**src/rtl/div_unit.sv**
```systemverilog
// Iterative radix-2 restoring divider for div.w/mod.w/div.wu/mod.wu in the EXE stage.
// Optional early-out path for trivial quotients is enabled by defining DIV_EARLY_OUT_EN.
module div_unit #(
  parameter int WIDTH = 32
) (
  input  logic             clk,
  input  logic             reset,
  input  logic             flush,
  input  logic             in_valid,
  output logic             in_ready,
  input  logic [3:0]       in_op,
  input  logic [WIDTH-1:0] in_src1,
  input  logic [WIDTH-1:0] in_src2,
  input  logic [4:0]       in_dest,
  output logic             out_valid,
  input  logic             out_ready,
  output logic [WIDTH-1:0] out_result,
  output logic [4:0]       out_dest,
  output logic             busy
);

  localparam int CW = $clog2(WIDTH);

  typedef enum logic [1:0] {
    IDLE,
    CALC,
    DONE
  } state_t;

  state_t           state_q, state_d;
  logic [WIDTH-1:0] rem_q, quo_q, dvs_q;
  logic [CW-1:0]    cnt_q;
  logic             fin_q, sign1_q, sign2_q, is_div_q;
  logic [4:0]       dest_q;

  logic             accept, signed_op, in_div, s1, s2, early;
  logic [WIDTH-1:0] abs1, abs2;
  logic [WIDTH:0]   rem_sh;
  logic             no_borrow;
  logic [WIDTH-1:0] rem_new;

  function automatic logic [WIDTH-1:0] fixup(input logic [WIDTH-1:0] q,
                                             input logic [WIDTH-1:0] r,
                                             input logic sa, input logic sb,
                                             input logic dv);
    logic [WIDTH-1:0] qs, rs;
    qs = (sa ^ sb) ? (~q + 1'b1) : q;
    rs = sa ? (~r + 1'b1) : r;
    return dv ? qs : rs;
  endfunction

  // Op decode follows priority div_w > mod_w > div_wu > mod_wu for multi-hot codes.
  assign accept    = in_valid & in_ready & (|in_op) & ~flush;
  assign signed_op = in_op[3] | in_op[2];
  assign in_div    = in_op[3] | (~in_op[2] & in_op[1]);
  assign s1        = in_src1[WIDTH-1] & signed_op;
  assign s2        = in_src2[WIDTH-1] & signed_op;
  assign abs1      = s1 ? (~in_src1 + 1'b1) : in_src1;
  assign abs2      = s2 ? (~in_src2 + 1'b1) : in_src2;

`ifdef DIV_EARLY_OUT_EN
  assign early = (abs2 == '0) || (abs1 < abs2);
`else
  assign early = 1'b0;
`endif

  // One restoring step; when the trial succeeds the difference fits in WIDTH bits.
  assign rem_sh    = {rem_q, quo_q[WIDTH-1]};
  assign no_borrow = (rem_sh >= {1'b0, dvs_q});
  assign rem_new   = no_borrow ? (rem_sh[WIDTH-1:0] - dvs_q) : rem_sh[WIDTH-1:0];

  always_comb begin
    state_d = state_q;
    unique case (state_q)
      IDLE: if (accept) state_d = early ? DONE : CALC;
      CALC: begin
        if (flush)      state_d = IDLE;
        else if (fin_q) state_d = DONE;
      end
      DONE: if (flush || out_ready) state_d = IDLE;
      default: state_d = IDLE;
    endcase
  end

  always_ff @(posedge clk or posedge reset) begin
    if (reset) state_q <= IDLE;
    else       state_q <= state_d;
  end

  always_ff @(posedge clk or posedge reset) begin
    if (reset) begin
      rem_q      <= '0;
      quo_q      <= '0;
      dvs_q      <= '0;
      cnt_q      <= '0;
      fin_q      <= 1'b0;
      sign1_q    <= 1'b0;
      sign2_q    <= 1'b0;
      is_div_q   <= 1'b0;
      dest_q     <= '0;
      out_result <= '0;
      out_dest   <= '0;
    end else if (accept) begin
      rem_q    <= '0;
      quo_q    <= abs1;
      dvs_q    <= abs2;
      cnt_q    <= '0;
      fin_q    <= 1'b0;
      sign1_q  <= s1;
      sign2_q  <= s2;
      is_div_q <= in_div;
      dest_q   <= in_dest;
      if (early) begin
        out_result <= fixup((abs2 == '0) ? '1 : '0, abs1, s1, s2, in_div);
        out_dest   <= in_dest;
      end
    end else if (state_q == CALC && !flush) begin
      if (!fin_q) begin
        rem_q <= rem_new;
        quo_q <= {quo_q[WIDTH-2:0], no_borrow};
        cnt_q <= cnt_q + 1'b1;
        if (cnt_q == CW'(WIDTH - 1)) fin_q <= 1'b1;
      end else begin
        // Extra cycle after the last step registers the sign-corrected result.
        out_result <= fixup(quo_q, rem_q, sign1_q, sign2_q, is_div_q);
        out_dest   <= dest_q;
      end
    end
  end

  assign in_ready  = (state_q == IDLE);
  assign out_valid = (state_q == DONE);
  assign busy      = (state_q != IDLE);

endmodule

```
**config.mk**
```make
export PLATFORM = sky130hd
export DESIGN_NAME = div_unit
export DESIGN_NICKNAME = d
export VERILOG_FILES = /design/src/rtl/div_unit.sv
export SDC_FILE = /design/constraint.sdc
export NUM_CORES = 1
export LEC_CHECK = 0
export ABC_AREA = 1
export CAP_MARGIN = 20
export CORE_MARGIN = 2
export CORE_UTILIZATION = 47
export CTS_CLUSTER_DIAMETER = 30
export DETAILED_ROUTE_END_ITERATION = 6
export PLACE_DENSITY = 0.67
export SLEW_MARGIN = 20
export SYNTH_ARGS = -nofsm -noshare
export SYNTH_HDL_FRONTEND = slang
export SYNTH_SLANG_ARGS = --single-unit
```
**constraint.sdc**
```tcl
create_clock -name clk -period 13.99 [get_ports clk]
set_clock_uncertainty 0.2 [all_clocks]
set_input_delay 2.0985 -clock clk [delete_from_list [all_inputs] [get_ports clk]]
set_output_delay 2.0985 -clock clk [all_outputs]
set_load 0.1 [all_outputs]
```
==> flow_metrics.env, run 1 <==
export IMPL_core_mm2=0.02695
export IMPL_critPathLaunchType="input port"
export IMPL_drive_gt1_share_pct=4.064
export IMPL_path_class="input port to flip-flop"
export IMPL_report_final_hold_viol_count=0
export IMPL_syn_nets=2263
export IMPL_drt_iter0_markers=1426
export IMPL_ys_warn_count=0
export IMPL_synth_ff_type="dfrtp_1"
export IMPL_io_pins=118
export IMPL_cts_tree="done"
export IMPL_required_ns=14.13
export IMPL_seq_power_share_pct=26.6
export IMPL_synth_distinct_cells=45
export IMPL_fin_ws_ns=8.715
export IMPL_grt_max_degree=90
export IMPL_slew_headroom_pct=25.77
export IMPL_top_layer="met4"
export IMPL_slew_viol_final=0
export IMPL_grt_usage_pct=30.83
export IMPL_area_delta_synth_final_pct=15.67
export IMPL_hold_buffers=0
export IMPL_final_area_mm2=0.01495
export IMPL_final_util_pct=55.48
export IMPL_die_x_um=169.8
export IMPL_maxClockFrequency_mhz=189.6
export IMPL_nFillCells=2761
export IMPL_setup_violations=0
export IMPL_wl_met2_mm=19.26
export IMPL_p_leak_nw=7.896
export IMPL_ir_drop_mv=0.09583
export IMPL_route_met3_wl_mm=2.844
export IMPL_wl_met1_mm=21.02
export IMPL_wirelength_mm=43.85
export IMPL_worst_pin_slew_ns=1.112
export IMPL_post_cts_repair_setup_buffers=0
export IMPL_status="finished with violations"
export IMPL_dp_hpwl_mm=34.26
export IMPL_hold_class="flip-flop to flip-flop"
export IMPL_grt_setup_unrepaired="false"
export IMPL_n_antenna_cell=0
export IMPL_switchingPower_mw=1.170
export IMPL_grt_pass1_vias=12906
export IMPL_finalCritPeriodShare_pct=37.71
export IMPL_register_area_mm2=0.003729
export IMPL_clockRootBuffer="clkbuf_16"
export IMPL_cts_buffer_depth=2
export IMPL_initial_core_util_pct=47.97
export IMPL_max_cap_viol_count=0
export IMPL_end_kind="flip-flop"
export IMPL_ctsResizeCount=0
export IMPL_yosysSeqAreaShare_pct=28.84
export IMPL_std_cell_rows=60
export IMPL_numCtsBuffers=17
export IMPL_synth_area_mm2=0.01293
export IMPL_clockPowerShare_pct=22.0
export IMPL_grt_overflow=0
export IMPL_synth_seq_cells=149
export IMPL_syn_area_per_cell_um2=6.024
export IMPL_synthCells=2146
export IMPL_crit_fanout=42
export IMPL_fin_setup_tns_ns=0
export IMPL_cts_num_sinks=149
export IMPL_path_clk_slew_ns=0.07
export IMPL_multi_input_area_mm2=0.007657
export IMPL_drc=2
export IMPL_gp_congestion=1.015
export IMPL_port_buffers=117
export IMPL_postRouteAntennaNets=0
export IMPL_synth_edff_count=0
export IMPL_placed_area_mm2=0.01431
export IMPL_place_ws_ns=8.321
export IMPL_grt_pass1_wl_mm=69.42
export IMPL_antenna_found_initial=0
export IMPL_synthArstFlopShare_pct=100.0
export IMPL_die_h_um=169.8
export IMPL_arrival_ns=5.42
export IMPL_combPwrFrac_pct=51.4
export IMPL_cts_max_level=4
export IMPL_drtPass1Iterations=7
export IMPL_fin_crit_ns=5.275
export IMPL_violations="DRC"
export IMPL_total_power_mw=2.344
export IMPL_switching_share_pct=49.90
export IMPL_final_nets=2343
export IMPL_via_count=14038
export IMPL_clock_latency_ns=0.43
export IMPL_wl_per_cell_um=17.00
export IMPL_viasPerCell=5.441
export IMPL_powerDensity_mw_per_mm2=156.8
export IMPL_p_int_mw=1.174
export IMPL_dieArea_mm2=0.02885
-- critical path, stage by stage --
cell	delay (ns)
clkdlybuf4s50_1	0.45
inv_1	0.08
nand2_1	0.15
nor2_2	0.04
buf_4	0.25
inv_1	0.70
nand2_2	0.54
inv_2	0.71
nand2_1	0.10
o21ai_0	0.13
o21bai_1	0.15
-- Yosys cell counts, drive strengths merged (2+ instances only) --
master / n / area share, %
nand2: 739 / 22
inv: 335 / 9.7
nand3: 274 / 11
nor2: 214 / 6.8
dfrtp: 149 / 29
o21ai: 91 / 3.5
a21oi: 56 / 2.2
clkbuf: 40 / 1.2
ha: 38 / 3.7
nand4: 30 / 1.5
nor3: 28 / 1.2
buf: 25 / 1.1
a31oi: 19 / 0.92
xnor2: 17 / 1.2
o221ai: 16 / 1.1
o22ai: 15 / 0.73
xor2: 15 / 1.0
nand3b: 11 / 0.64
o211ai: 10 / 0.58
o21bai: 10 / 0.58
nor4: 4 / 0.19
a22o: 2 / 0.14
and2: 2 / 0.097
o31ai: 2 / 0.12
-- power by group through the flow --
stage          Sequential (mW)  Combinational, mW  Clock, mW
2_1_floorplan            0.824              0.638          0
3_3_place_gp             0.628               1.18          0
3_5_place_dp             0.628               1.19          0
4_1_cts                  0.621               1.19      0.519
5_1_grt                  0.633               1.31      0.536
6_report                 0.624               1.21      0.515
-- routing by layer --
layer,vias up,global-route usage [%]
met2,509,47.61
met4,0,6.652
met5,-,0
met3,41,3.860
li1,7000,-
met1,6488,46.11
-- cells in the final DEF, fill, tap and decap left out, types with 4 or more instances in the layout --
master / instances
nor2_4: 5
nor2_2: 12
nor3_1: 26
bufinv_16: 4
inv_1: 325
nand2_1: 728
inv_6: 4
nand3_2: 7
dfrtp_1: 149
inv_2: 9
a21oi_1: 55
o22ai_1: 15
nand3b_1: 11
o221ai_1: 16
clkdlybuf4s50_1: 117
nor2_1: 196
o21bai_1: 10
buf_4: 9
xnor2_1: 16
a31oi_1: 19
clkbuf_16: 17
nor4_1: 4
ha_1: 38
xor2_1: 15
o211ai_1: 10
nand3_1: 267
nand4_1: 29
nand2_2: 9
o21ai_0: 88
-- area by class of cell --
type	count	area share, %
Tap cell	341	2.853
Timing Repair Buffer	126	8.284
Multi-Input combinational cell	1597	51.21
Clock inverter	12	1.289
Sequential cell	149	24.94
Clock buffer	20	2.987
Inverter	335	8.443
-- final timing paths --
path | slack, ns | startpoint | cells past startpoint | endpoint
min in group asynchronous | 2.02 | reset | 2 | out_dest[3]$_DFFE_PP0P_
max in group asynchronous | 10.19 | reset | 3 | sign1_q$_DFFE_PP0P_
setup / recovery | 8.71 | flush | 11 | quo_q[19]$_DFFE_PP0P_
hold / removal | 0.28 | out_result[25]$_DFFE_PP0P_ | 2 | out_result[25]$_DFFE_PP0P_
setup reg to reg | 10.41 | state_q[0]$_DFFE_PP0P_ | 11 | quo_q[19]$_DFFE_PP0P_
hold reg to reg | 0.28 | out_result[25]$_DFFE_PP0P_ | 2 | out_result[25]$_DFFE_PP0P_
-- through the flow --
stage,hold WS (ns),cells
3_3_place_gp,0.2602,2548
3_5_place_dp,0.2620,2548
4_1_cts,0.2794,2580
5_1_grt,0.3013,2580
6_report,0.2766,2580
2_1_floorplan,0.2454,2146
-- cells by family after synthesis --
group | Yosys count | share of synthesized area [%]
xor gates and xnor gates | 32 | 2.226
and+or+nand+nor | 1304 | 43.16
adders and majority gates | 39 | 3.833
DFF | 149 | 28.84
buffers and inverters | 400 | 12.02
AOI/OAI and AO/OA | 222 | 9.920
-- registers in the layout, indices dropped and copies added, names as in the netlist --
signal and count:
sign1_q 1, quo_q 32, state_q 2, dvs_q 32
fin_q 1, rem_q 32, out_dest 5, out_result 32
is_div_q 1, dest_q 5, cnt_q 5, sign2_q 1
Power figures use the tool's default switching activity.
==> run 2: changes to the inputs <==
Clock period 13.99 ns to 5.4 ns, I/O delays scaled along.
==> run 2 against run 1 <==
Effect of this change: the flow now finishes without violations; non-clock buffer count rose by 3; via count rose by 0.62%; first-iteration DRC count rose by 2.5%; design area fell by 0.15%; global-route usage rose by 0.22 points.
==> flow_metrics.env, run 2 (synthesized netlist as in run 1, its figures left out) <==
export IMPL_cts_buffer_depth=2
export IMPL_drtPass1Iterations=6
export IMPL_grt_max_degree=80
export IMPL_path_cells="clkdlybuf4s50_1 -> inv_1 -> nand2_1 -> nor2_2 -> buf_4 -> inv_1 -> nand2_2 -> inv_2 -> nand2_1 -> o21ai_0 -> o21bai_1"
export IMPL_grt_busiest_layer="met2"
export IMPL_maxClockFrequency_mhz=289.0
export IMPL_path_class="input port to flip-flop"
export IMPL_core_mm2=0.02695
export IMPL_layout_common_cells="nand2_1 (728), inv_1 (324), nand3_1 (267), nor2_1 (196), dfrtp_1 (149)"
export IMPL_slew_headroom_pct=31.59
export IMPL_clock_latency_ns=0.44
export IMPL_final_nets=2346
export IMPL_fin_crit_ns=3.460
export IMPL_initial_core_util_pct=47.97
export IMPL_worst_pin_slew_ns=1.023
export IMPL_arrival_ns=3.61
export IMPL_max_cap_viol_count=0
export IMPL_crit_fanout=42
export IMPL_clockRootBuffer="clkbuf_16"
export IMPL_place_ws_ns=1.541
export IMPL_end_kind="flip-flop"
export IMPL_numCtsBuffers=17
export IMPL_required_ns=5.55
export IMPL_std_cell_rows=60
export IMPL_gp_congestion=1.018
export IMPL_grt_setup_unrepaired="false"
export IMPL_fin_setup_tns_ns=0
export IMPL_viasPerCell=5.468
export IMPL_grt_pass1_vias=13029
export IMPL_grtUsageMet1_pct=46.57
export IMPL_setup_violations=0
export IMPL_die_h_um=169.8
export IMPL_wirelength_mm=43.93
export IMPL_fin_ws_ns=1.940
export IMPL_antenna_found_initial=0
export IMPL_slew_viol_final=0
export IMPL_max_stage_delay_ns=0.76
export IMPL_drt_iter0_markers=1461
export IMPL_grt_overflow=0
export IMPL_finalCritPeriodShare_pct=64.07
export IMPL_dieArea_mm2=0.02885
export IMPL_hold_buffers=0
export IMPL_drive_gt1_share_pct=4.282
export IMPL_hold_class="flip-flop to flip-flop"
export IMPL_cts_max_level=4
export IMPL_grt_pass1_wl_mm=70.00
export IMPL_path_clk_slew_ns=0.07
export IMPL_postRouteAntennaNets=0
export IMPL_p_leak_nw=7.889
export IMPL_r2r_cells=11
export IMPL_cts_tree="done"
export IMPL_layout_commonest_cell="nand2_1"
export IMPL_dp_hpwl_mm=34.62
export IMPL_slowest_stage="inv_1"
export IMPL_report_final_hold_viol_count=0
export IMPL_met2_usage_pct=47.24
export IMPL_via_count=14125
export IMPL_n_antenna_cell=0
export IMPL_area_delta_synth_final_pct=15.50
export IMPL_status="finished clean"
export IMPL_die_x_um=169.8
export IMPL_ir_drop_mv=0.2677
export IMPL_port_buffers=117
export IMPL_min_path_cells=2
export IMPL_grt_usage_pct=31.06
export IMPL_post_cts_repair_setup_buffers=0
export IMPL_total_power_mw=5.993
export IMPL_ctsResizeCount=0
export IMPL_wl_per_cell_um=17.01
export IMPL_critPathLaunchType="input port"
export IMPL_cts_num_sinks=149
export IMPL_io_pins=118
export IMPL_globalRouteMet3Util_pct=3.395
export IMPL_powerDensity_mw_per_mm2=401.4
export IMPL_drc=0
run 2: changes by cell type in the layout (fill, tap and decap cells not counted):
| cell | previous run | this run |
|---|---|---|
| buf_4 | 9 | 12 |
| bufinv_16 | 4 | 2 |
| inv_6 | 4 | 6 |
| clkbuf_1 | 2 | 1 |
| clkbuf_8 | 1 | 0 |
| clkinv_2 | 0 | 1 |
| clkinv_4 | 1 | 0 |
| clkinvlp_4 | 2 | 3 |
| inv_1 | 325 | 324 |
| inv_2 | 9 | 10 |
| inv_8 | 2 | 3 |
run 2: final timing paths:
kind / start / slack (ns) / to
worst min-delay path: out_result[31]$_DFFE_PP0P_ / 0.28 / out_result[31]$_DFFE_PP0P_
max in group asynchronous: reset / 3.34 / quo_q[5]$_DFFE_PP0P_
worst min register to register: out_result[31]$_DFFE_PP0P_ / 0.28 / out_result[31]$_DFFE_PP0P_
worst max register to register: state_q[0]$_DFFE_PP0P_ / 2.35 / quo_q[15]$_DFFE_PP0P_
min in group asynchronous: reset / 0.65 / out_dest[2]$_DFFE_PP0P_
worst max-delay path: flush / 1.94 / quo_q[15]$_DFFE_PP0P_
run 2: where the power goes:
part	internal, mW	switching [mW]
sequential	1.38	0.239
combinational	0.867	2.26
clock	0.697	0.551
run 2: final cells by class:
cell class	instances	area [um2]
Fill cell	2807	12020
Multi-Input combinational cell	1597	7657
Sequential cell	149	3729
Inverter	335	1262
Timing Repair Buffer	129	1261
Clock buffer	18	429.2
Tap cell	341	426.7
Clock inverter	14	165.2
run 2: layer usage:
metal  up-vias  part of all wire, %
met1      6528                   48
met4         0                  2.3
met2       534                   43
met5         -                    0
li1       7006                    -
met3        57                  6.7
run 2: per-stage QoR:
step | instance area, um2 | hold WS, ns | instances | utilization [%]
5_1_grt | 14930 | 0.2990 | 2583 | 55.40
4_1_cts | 14930 | 0.2800 | 2583 | 55.40
3_5_place_dp | 14340 | 0.2620 | 2551 | 53.19
2_1_floorplan | 12930 | 0.2454 | 2146 | -
3_3_place_gp | 14340 | 0.2615 | 2551 | 53.19
6_report | 14930 | 0.2779 | 2583 | 55.40
run 2: critical path: cells and delay by family:
kind                   cells  cell delay, ns
and+or+nand+nor            4            0.40
buffers and inverters      5            2.12
AOI/OAI and AO/OA          2            0.25
